$ cat config.mk
export PLATFORM = sky130hd
export DESIGN_NAME = instr_sequencer_flat
export DESIGN_NICKNAME = d
export VERILOG_FILES = /design/src/rtl/instr_sequencer_pkg.sv /design/src/rtl/instr_sequencer_if.sv /design/src/rtl/instr_sequencer_classifier.sv /design/src/rtl/instr_sequencer.sv /design/src/flat_wrapper.sv
export SDC_FILE = /design/constraint.sdc
export NUM_CORES = 1
export LEC_CHECK = 0
export CAP_MARGIN = 20
export CORE_ASPECT_RATIO = 0.8
export CORE_MARGIN = 1.5
export CORE_UTILIZATION = 42
export CTS_BUF_LIST = sky130_fd_sc_hd__clkbuf_4 sky130_fd_sc_hd__clkbuf_8
export CTS_CLUSTER_DIAMETER = 60
export DETAILED_ROUTE_END_ITERATION = 10
export PLACE_DENSITY = 0.78
export REMOVE_ABC_BUFFERS = 1
export SETUP_SLACK_MARGIN = 0.1
export SLEW_MARGIN = 20
export SYNTH_ARGS = -nofsm -noshare
export SYNTH_HDL_FRONTEND = slang
export SYNTH_HIERARCHICAL = 1
export SYNTH_SLANG_ARGS = --single-unit
$ cat constraint.sdc
create_clock -name clock_i -period 2.05 [get_ports clock_i]
set_clock_uncertainty 0.2 [all_clocks]
set_input_delay 0.3075 -clock clock_i [delete_from_list [all_inputs] [get_ports clock_i]]
set_output_delay 0.3075 -clock clock_i [all_outputs]
set_load 0.02 [all_outputs]
$ cat src/rtl/instr_sequencer_pkg.sv
// Shared types and constants for the instruction sequencer and its opcode classifier.
package seq_pkg;

  typedef enum logic [2:0] {
    S_IDLE,
    S_FETCH,
    S_LOAD,
    S_ISSUE,
    S_PAUSE,
    S_HALTED
  } seq_state_t;

  localparam logic [6:0] OP     = 7'b0110011;
  localparam logic [6:0] OP_IMM = 7'b0010011;
  localparam logic [6:0] LUI    = 7'b0110111;
  localparam logic [6:0] AUIPC  = 7'b0010111;
  localparam logic [6:0] STORE  = 7'b0100011;
  localparam logic [6:0] BRANCH = 7'b1100011;

  localparam logic [31:0] HALT_INSTR = 32'h0000_0073;

endpackage

$ cat src/rtl/instr_sequencer_if.sv
// Instruction ROM bus: sequencer drives enable/address, ROM returns data one cycle later.
interface instr_sequencer_if #(
  parameter int ADDR_WIDTH = 10
) ();
  logic                  imem_en_o;
  logic [ADDR_WIDTH-1:0] imem_addr_o;
  logic [31:0]           imem_data_i;

  modport master (output imem_en_o, output imem_addr_o, input imem_data_i);
  modport slave  (input imem_en_o, input imem_addr_o, output imem_data_i);
endinterface

$ cat src/rtl/instr_sequencer_classifier.sv
// Combinational RV32I opcode classifier: legality, rd-write (rd != x0) and halt detection.
module instr_classifier
  import seq_pkg::*;
(
  input  logic [31:0] instr,
  output logic        legal,
  output logic        writes_rd,
  output logic        is_halt
);

  always_comb begin
    legal     = 1'b0;
    writes_rd = 1'b0;
    is_halt   = (instr == HALT_INSTR);
    case (instr[6:0])
      OP, OP_IMM, LUI, AUIPC: begin
        legal     = 1'b1;
        writes_rd = (instr[11:7] != 5'd0);
      end
      STORE, BRANCH: legal = 1'b1;
      default: legal = 1'b0;
    endcase
  end

endmodule

$ cat src/rtl/instr_sequencer.sv
// Fetch/load/issue controller feeding the register-write datapath from a synchronous ROM.
module instr_sequencer
  import seq_pkg::*;
#(
  parameter int ADDR_WIDTH = 10,
  parameter int RESET_PC   = 0
) (
  input  logic                  clock_i,
  input  logic                  reset_i,
  instr_sequencer_if.master     imem,
  input  logic                  start_i,
  input  logic                  abort_i,
  input  logic                  step_mode_i,
  input  logic                  step_i,
  output logic [31:0]           instruction_o,
  output logic                  write_ena_o,
  output logic                  busy_o,
  output logic                  halted_o,
  output logic                  error_o,
  output logic [ADDR_WIDTH-1:0] pc_o,
  output logic [15:0]           instr_count_o
);

  localparam logic [ADDR_WIDTH-1:0] PC_INIT = ADDR_WIDTH'(RESET_PC);
  localparam logic [ADDR_WIDTH-1:0] PC_STEP = ADDR_WIDTH'(4);

  function automatic logic [15:0] sat_inc(input logic [15:0] v);
    return (v == 16'hFFFF) ? v : v + 16'd1;
  endfunction

  seq_state_t            state_q, state_d;
  logic [ADDR_WIDTH-1:0] pc_q;
  logic [15:0]           count_q;
  logic [31:0]           instr_q;
  logic                  err_q;
  logic                  wr_q;
  logic                  cls_legal, cls_writes_rd, cls_is_halt;

  instr_classifier u_classifier (
    .instr     (imem.imem_data_i),
    .legal     (cls_legal),
    .writes_rd (cls_writes_rd),
    .is_halt   (cls_is_halt)
  );

  always_comb begin
    state_d = state_q;
    case (state_q)
      S_IDLE, S_HALTED: if (start_i) state_d = S_FETCH;
      S_FETCH:          state_d = S_LOAD;
      S_LOAD: begin
        if (cls_is_halt || !cls_legal) state_d = S_HALTED;
        else                           state_d = S_ISSUE;
      end
      S_ISSUE:          state_d = step_mode_i ? S_PAUSE : S_FETCH;
      S_PAUSE:          if (step_i || !step_mode_i) state_d = S_FETCH;
      default:          state_d = S_IDLE;
    endcase
    if (abort_i) state_d = S_IDLE;
  end

  // Abort freezes PC, count, instruction and error; only the state returns to IDLE.
  always_ff @(posedge clock_i or posedge reset_i) begin
    if (reset_i) begin
      state_q <= S_IDLE;
      pc_q    <= PC_INIT;
      count_q <= 16'd0;
      instr_q <= 32'd0;
      err_q   <= 1'b0;
      wr_q    <= 1'b0;
    end else begin
      state_q <= state_d;
      if (!abort_i) begin
        case (state_q)
          S_IDLE, S_HALTED: if (start_i) begin
            pc_q    <= PC_INIT;
            count_q <= 16'd0;
            err_q   <= 1'b0;
          end
          S_LOAD: begin
            instr_q <= imem.imem_data_i;
            wr_q    <= cls_writes_rd;
            if (!cls_is_halt && !cls_legal) err_q <= 1'b1;
          end
          S_ISSUE: begin
            count_q <= sat_inc(count_q);
            pc_q    <= pc_q + PC_STEP;
          end
          default: ;
        endcase
      end
    end
  end

  // Write strobe comes from the classification registered in LOAD, never from ROM data directly.
  assign write_ena_o      = (state_q == S_ISSUE) && wr_q && !abort_i;
  assign imem.imem_en_o   = (state_q == S_FETCH);
  assign imem.imem_addr_o = pc_q;
  assign busy_o           = (state_q == S_FETCH) || (state_q == S_LOAD) ||
                            (state_q == S_ISSUE) || (state_q == S_PAUSE);
  assign halted_o         = (state_q == S_HALTED);
  assign error_o          = err_q;
  assign pc_o             = pc_q;
  assign instr_count_o    = count_q;
  assign instruction_o    = instr_q;

endmodule

$ cat src/flat_wrapper.sv
// flat-port wrapper written by rule: the top's interface ports become plain ports
module instr_sequencer_flat import seq_pkg::*;
#(
  parameter int ADDR_WIDTH = 10,
  parameter int RESET_PC   = 0
)
  (clock_i, reset_i, start_i, abort_i, step_mode_i, step_i, instruction_o, write_ena_o, busy_o, halted_o, error_o, pc_o, instr_count_o, imem_imem_en_o, imem_imem_addr_o, imem_imem_data_i);
  instr_sequencer_if #(.ADDR_WIDTH(ADDR_WIDTH)) imem_i ();
  input  logic clock_i;
  input  logic reset_i;
  input  logic start_i;
  input  logic abort_i;
  input  logic step_mode_i;
  input  logic step_i;
  output logic [31:0] instruction_o;
  output logic write_ena_o;
  output logic busy_o;
  output logic halted_o;
  output logic error_o;
  output logic [ADDR_WIDTH-1:0] pc_o;
  output logic [15:0] instr_count_o;
  output wire logic [$bits(imem_i.imem_en_o)-1:0] imem_imem_en_o;
  output wire logic [$bits(imem_i.imem_addr_o)-1:0] imem_imem_addr_o;
  input wire logic [$bits(imem_i.imem_data_i)-1:0] imem_imem_data_i;
  assign imem_imem_en_o = imem_i.imem_en_o;
  assign imem_imem_addr_o = imem_i.imem_addr_o;
  assign imem_i.imem_data_i = imem_imem_data_i;
  instr_sequencer #(.ADDR_WIDTH(ADDR_WIDTH), .RESET_PC(RESET_PC)) u_core (.clock_i(clock_i), .reset_i(reset_i), .imem(imem_i), .start_i(start_i), .abort_i(abort_i), .step_mode_i(step_mode_i), .step_i(step_i), .instruction_o(instruction_o), .write_ena_o(write_ena_o), .busy_o(busy_o), .halted_o(halted_o), .error_o(error_o), .pc_o(pc_o), .instr_count_o(instr_count_o));
endmodule
==> results.md <==
- The run finished, with violations left.
- The checks that failed: setup timing.
- Yosys attributes the largest share of cell area to dfrtp_1, mux2_2, buf_4.
- Summing the areas of all and, or, nand and nor instances in the mapped netlist gives 19.5% of the synthesized area.
- The most used flip-flop cell after synthesis is dfrtp_1.
- STA puts the critical path data required time at 2.07 ns.
- The clock sink count is 61.
- Summed over all nets, the switching power comes to 1.45 mW.
- Of all nets on the critical path, the largest fanout is 4.
- After Yosys synthesis, XOR and XNOR cells account for 0.553% of the synthesized area.
- The final worst slack is -0.0924 ns.
- The tightest min-delay check is of the in2reg type.
- The worst setup path is launched from a flop.
- The initial utilization of the core area, before any placement, comes to 43.0%.
- Cells with a size suffix above 1 make up 30.0% of the layout.
- In the routed design, unresolved DRC markers number 0.
- The later pin in the worst-skew pair is clocked with a latency of 0.35 ns.
- Per report_power, the sequential group accounts for 36.1% of the total.
- Detailed routing inserted a total of 3150 vias.
- After synthesis, the netlist uses 50 different library cells.
- The worst setup path is captured at a flop.
- Entering global routing, the biggest net connects 62 pins.
- VDD sags by at most 0.828 mV.
- The total routed wirelength is 10800 um.
- The number of storage elements in the synthesis netlist is 61.
- Net switching is 31.2% of the power.
- In this run, post-CTS hold repair placed 0 buffers.
- The maximum achievable frequency is 0.467 GHz.
- The max-slew violation total from the final report is 0.
- The count of H-tree levels built during CTS is 3.
- The number of antenna repair diodes is 0.
- Including well taps, the total number of placed cells is 512.
- Summing the areas of all compound-gate instances in the mapped netlist gives 12.6% of the synthesized area.
- The final-report hold violation count is 0.
- The clock network burns 25.8% of the power.
- The most common library cell in the layout ignoring fill and taps is clkdlybuf4s50_1.
- The tool flagged a number of max-cap violations equal to 0.
- Leaving out fill and tap cells, the most frequent cells in the layout are clkdlybuf4s50_1, dfrtp_1, buf_4, mux2_4, dlygate4sd2_1.
- The first routing iteration left 184 violations.
- The residual overflow from global routing is 0.
- The mean cell area of the mapped netlist is 10.7 um2.
- Clock tree synthesis selected as its root buffer the cell clkbuf_8.
- The count of warnings emitted by yosys is 6.
- The data arrival time of the critical path is 2.16 ns.
- The power per unit of standard cell area is 893 nW/um2.
- 111 I/O pins were placed.
- For this run, the total global-route usage over all layers was measured as 24.7%.
- The register area share after synthesis is 48.2%.
- Synthesis produced a netlist whose cell count is 295.
- The worst-case clock buffer depth is 2.
- The area share of the largest cell type after synthesis is 48.2%.
- The die is 80.7 um tall.
- The number of detailed-routing iterations run before antenna repair is 4.
- The path type of the worst setup path is reg2reg.
- The netlist area before placement is 3170 um2.
- The detail-routed via count per cell is 5.83.
- Registers take 1530 um2.
- The number of nets still failing antenna checks after routing is 0.
- The clock tree from TritonCTS is done.
- The largest total area in the synthesized netlist belongs to dfrtp_1.
- The area of the die is 8070 um2.
- The register-to-register setup slack is -0.09 ns.
- At the end of routability-driven placement, the weighted congestion stood at 0.841.
- Combinational logic is responsible for 38.0% of the overall power.
- The wire length of the first global-routing pass is 15300 um.
- Of the total synthesized cell area, the portion taken by full adders, half adders and majority gates is 0.791%.
- The total half-perimeter wirelength after legalization and detailed placement is 6260 um.
- Clock-pin slew was measured on the worst setup and hold paths at 0.06 ns.
- The count of buffers from port buffering is 106.
- The final-layout worst hold slack is 0.0695 ns.
- The via count of the first global-routing pass is 3005.
- The region available for standard cell placement spans 7360 um2.
- In the final routed layout, each cell accounts on average for 20.0 um.
- The main combinational cell family by area after synthesis is simple AND/OR/NAND/NOR gates.
- The multi-input combinational cells in the finished layout cover a total of 1670 um2.
- After routing, the total negative slack on setup checks comes to -0.367 ns.
- In the synthesized netlist the async set-or-reset flop fraction comes to 100%.
- Yosys mapped a number of flops with a built-in enable equal to 0.
- The area added between synthesis and finish is 63.8%.
- The filler cell count is 529.
- In this run the static leakage power is 2.51 nW.
- The floorplan step set the die width to 100 um.
- Setup repair after global routing could not meet its margin everywhere.
- For this run, the number of standard cells in the final layout without fillers is 540.
- The post-place setup slack is -0.613 ns.
- The final setup violation count is 7.
- After floorplanning, the core was divided into 28 placement rows.
- The initial antenna violation count is 0.
- Of the post-synthesis cell area, the part taken by muxes is 11.7%.
- The internal portion of the total power is 3.18 mW.
- The final core utilization is 70.5%.
- The part of the cycle the worst path needs is 105%.
- Buffers inserted during clock tree synthesis total 9.
- The time the final worst path needs with I/O delays and setup is 2.14 ns.
- The layout net count is 486.
[final timing paths]
kind / start / to / cells after the start
worst min register to register: u_core/instruction_o[21] / u_core/instruction_o[21] / 1
worst min-delay path: abort_i / u_core/state_q[0] / 2
worst max register to register: u_core/state_q[0] / u_core/imem.imem_addr_o[8] / 5
worst max-delay path: u_core/state_q[0] / u_core/imem.imem_addr_o[8] / 5
max in group asynchronous: reset_i / u_core/state_q[2] / 3
min in group asynchronous: reset_i / u_core/instruction_o[27] / 3
[synthesized netlist by cell type, drive strengths merged, types with 2 or more instances]
cell / number
nor2: 9
nor4: 11
o21ai: 8
and2: 2
dfrtp: 61
o22a: 5
a21oi: 11
ha: 2
a2bb2oi: 3
and3: 5
a21o: 4
buf: 20
nand2: 20
mux2: 33
or3: 4
clkbuf: 7
nor3: 9
o31ai: 2
xnor2: 2
nor4b: 3
a21boi: 3
a211oi: 3
or3b: 2
inv: 10
or4: 3
nand3b: 4
o211ai: 3
a31oi: 2
a211o: 4
nor3b: 3
nand4: 10
nand3: 11
and4: 3
[per-stage QoR]
step | power, mW | area (um2)
floorplan | 2.36 | 3010
global placement | 3.16 | 4560
detailed placement | 3.20 | 4560
CTS | 4.39 | 4830
global route | 4.79 | 5180
finish | 4.63 | 5180
[power groups by stage]
stage	combinational, mW	clock [mW]	sequential (mW)
2_1_floorplan	0.347	0	2.02
3_3_place_gp	1.52	0	1.64
3_5_place_dp	1.54	0	1.66
4_1_cts	1.54	1.20	1.64
5_1_grt	1.83	1.26	1.70
6_report	1.76	1.20	1.67
[kinds of logic (layout without fill, tap and decap cells)]
family | after synthesis | in the layout
flip-flops | 61 | 61
AND/OR/NAND/NOR | 103 | 103
adder cells (fa/ha/maj) | 2 | 2
AO/OA/AOI/OAI | 56 | 56
XOR/XNOR | 2 | 2
multiplexers | 33 | 33
buffers and inverters | 37 | 189
other | 1 | 4
[worst max-delay path, stage by stage (launching register included)]
cell	delay, ns
dfrtp_1	0.40
or4b_4	0.56
a311o_1	0.33
buf_4	0.18
o31ai_2	0.25
a21oi_1	0.10
[flip-flops by register name, indices dropped and copies added, names as in the netlist]
| signal | flops |
|---|---|
| u_core/wr_q | 1 |
| u_core/instr_count_o | 16 |
| u_core/instruction_o | 32 |
| u_core/imem.imem_addr_o | 8 |
| u_core/state_q | 3 |
| u_core/error_o | 1 |
[layer usage]
| layer | up-vias | routed length, um | global-route usage, % |
|---|---|---|---|
| met4 | 0 | 184 | 8.17 |
| met3 | 22 | 678 | 5.74 |
| met5 | - | 0 | 0 |
| met2 | 141 | 5260 | 40.4 |
| met1 | 1594 | 4660 | 32.4 |
| li1 | 1393 | - | - |
[layout make-up]
type | instances | area share (%)
multi-input cells | 200 | 32.3
repair buffers | 164 | 31.3
flip-flops and latches | 61 | 29.4
clock buffers | 10 | 2.66
well taps | 90 | 2.17
clock inverters | 5 | 1.45
inverters | 10 | 0.724
[what timing repair did]
action,CTS,global route
setup endpoints to repair,40,71
pin swaps,19,4
buffers inserted,2,6
gates cloned,2,3
gates resized for setup,52,64
No activity file was read; power rests on OpenSTA's default activity.
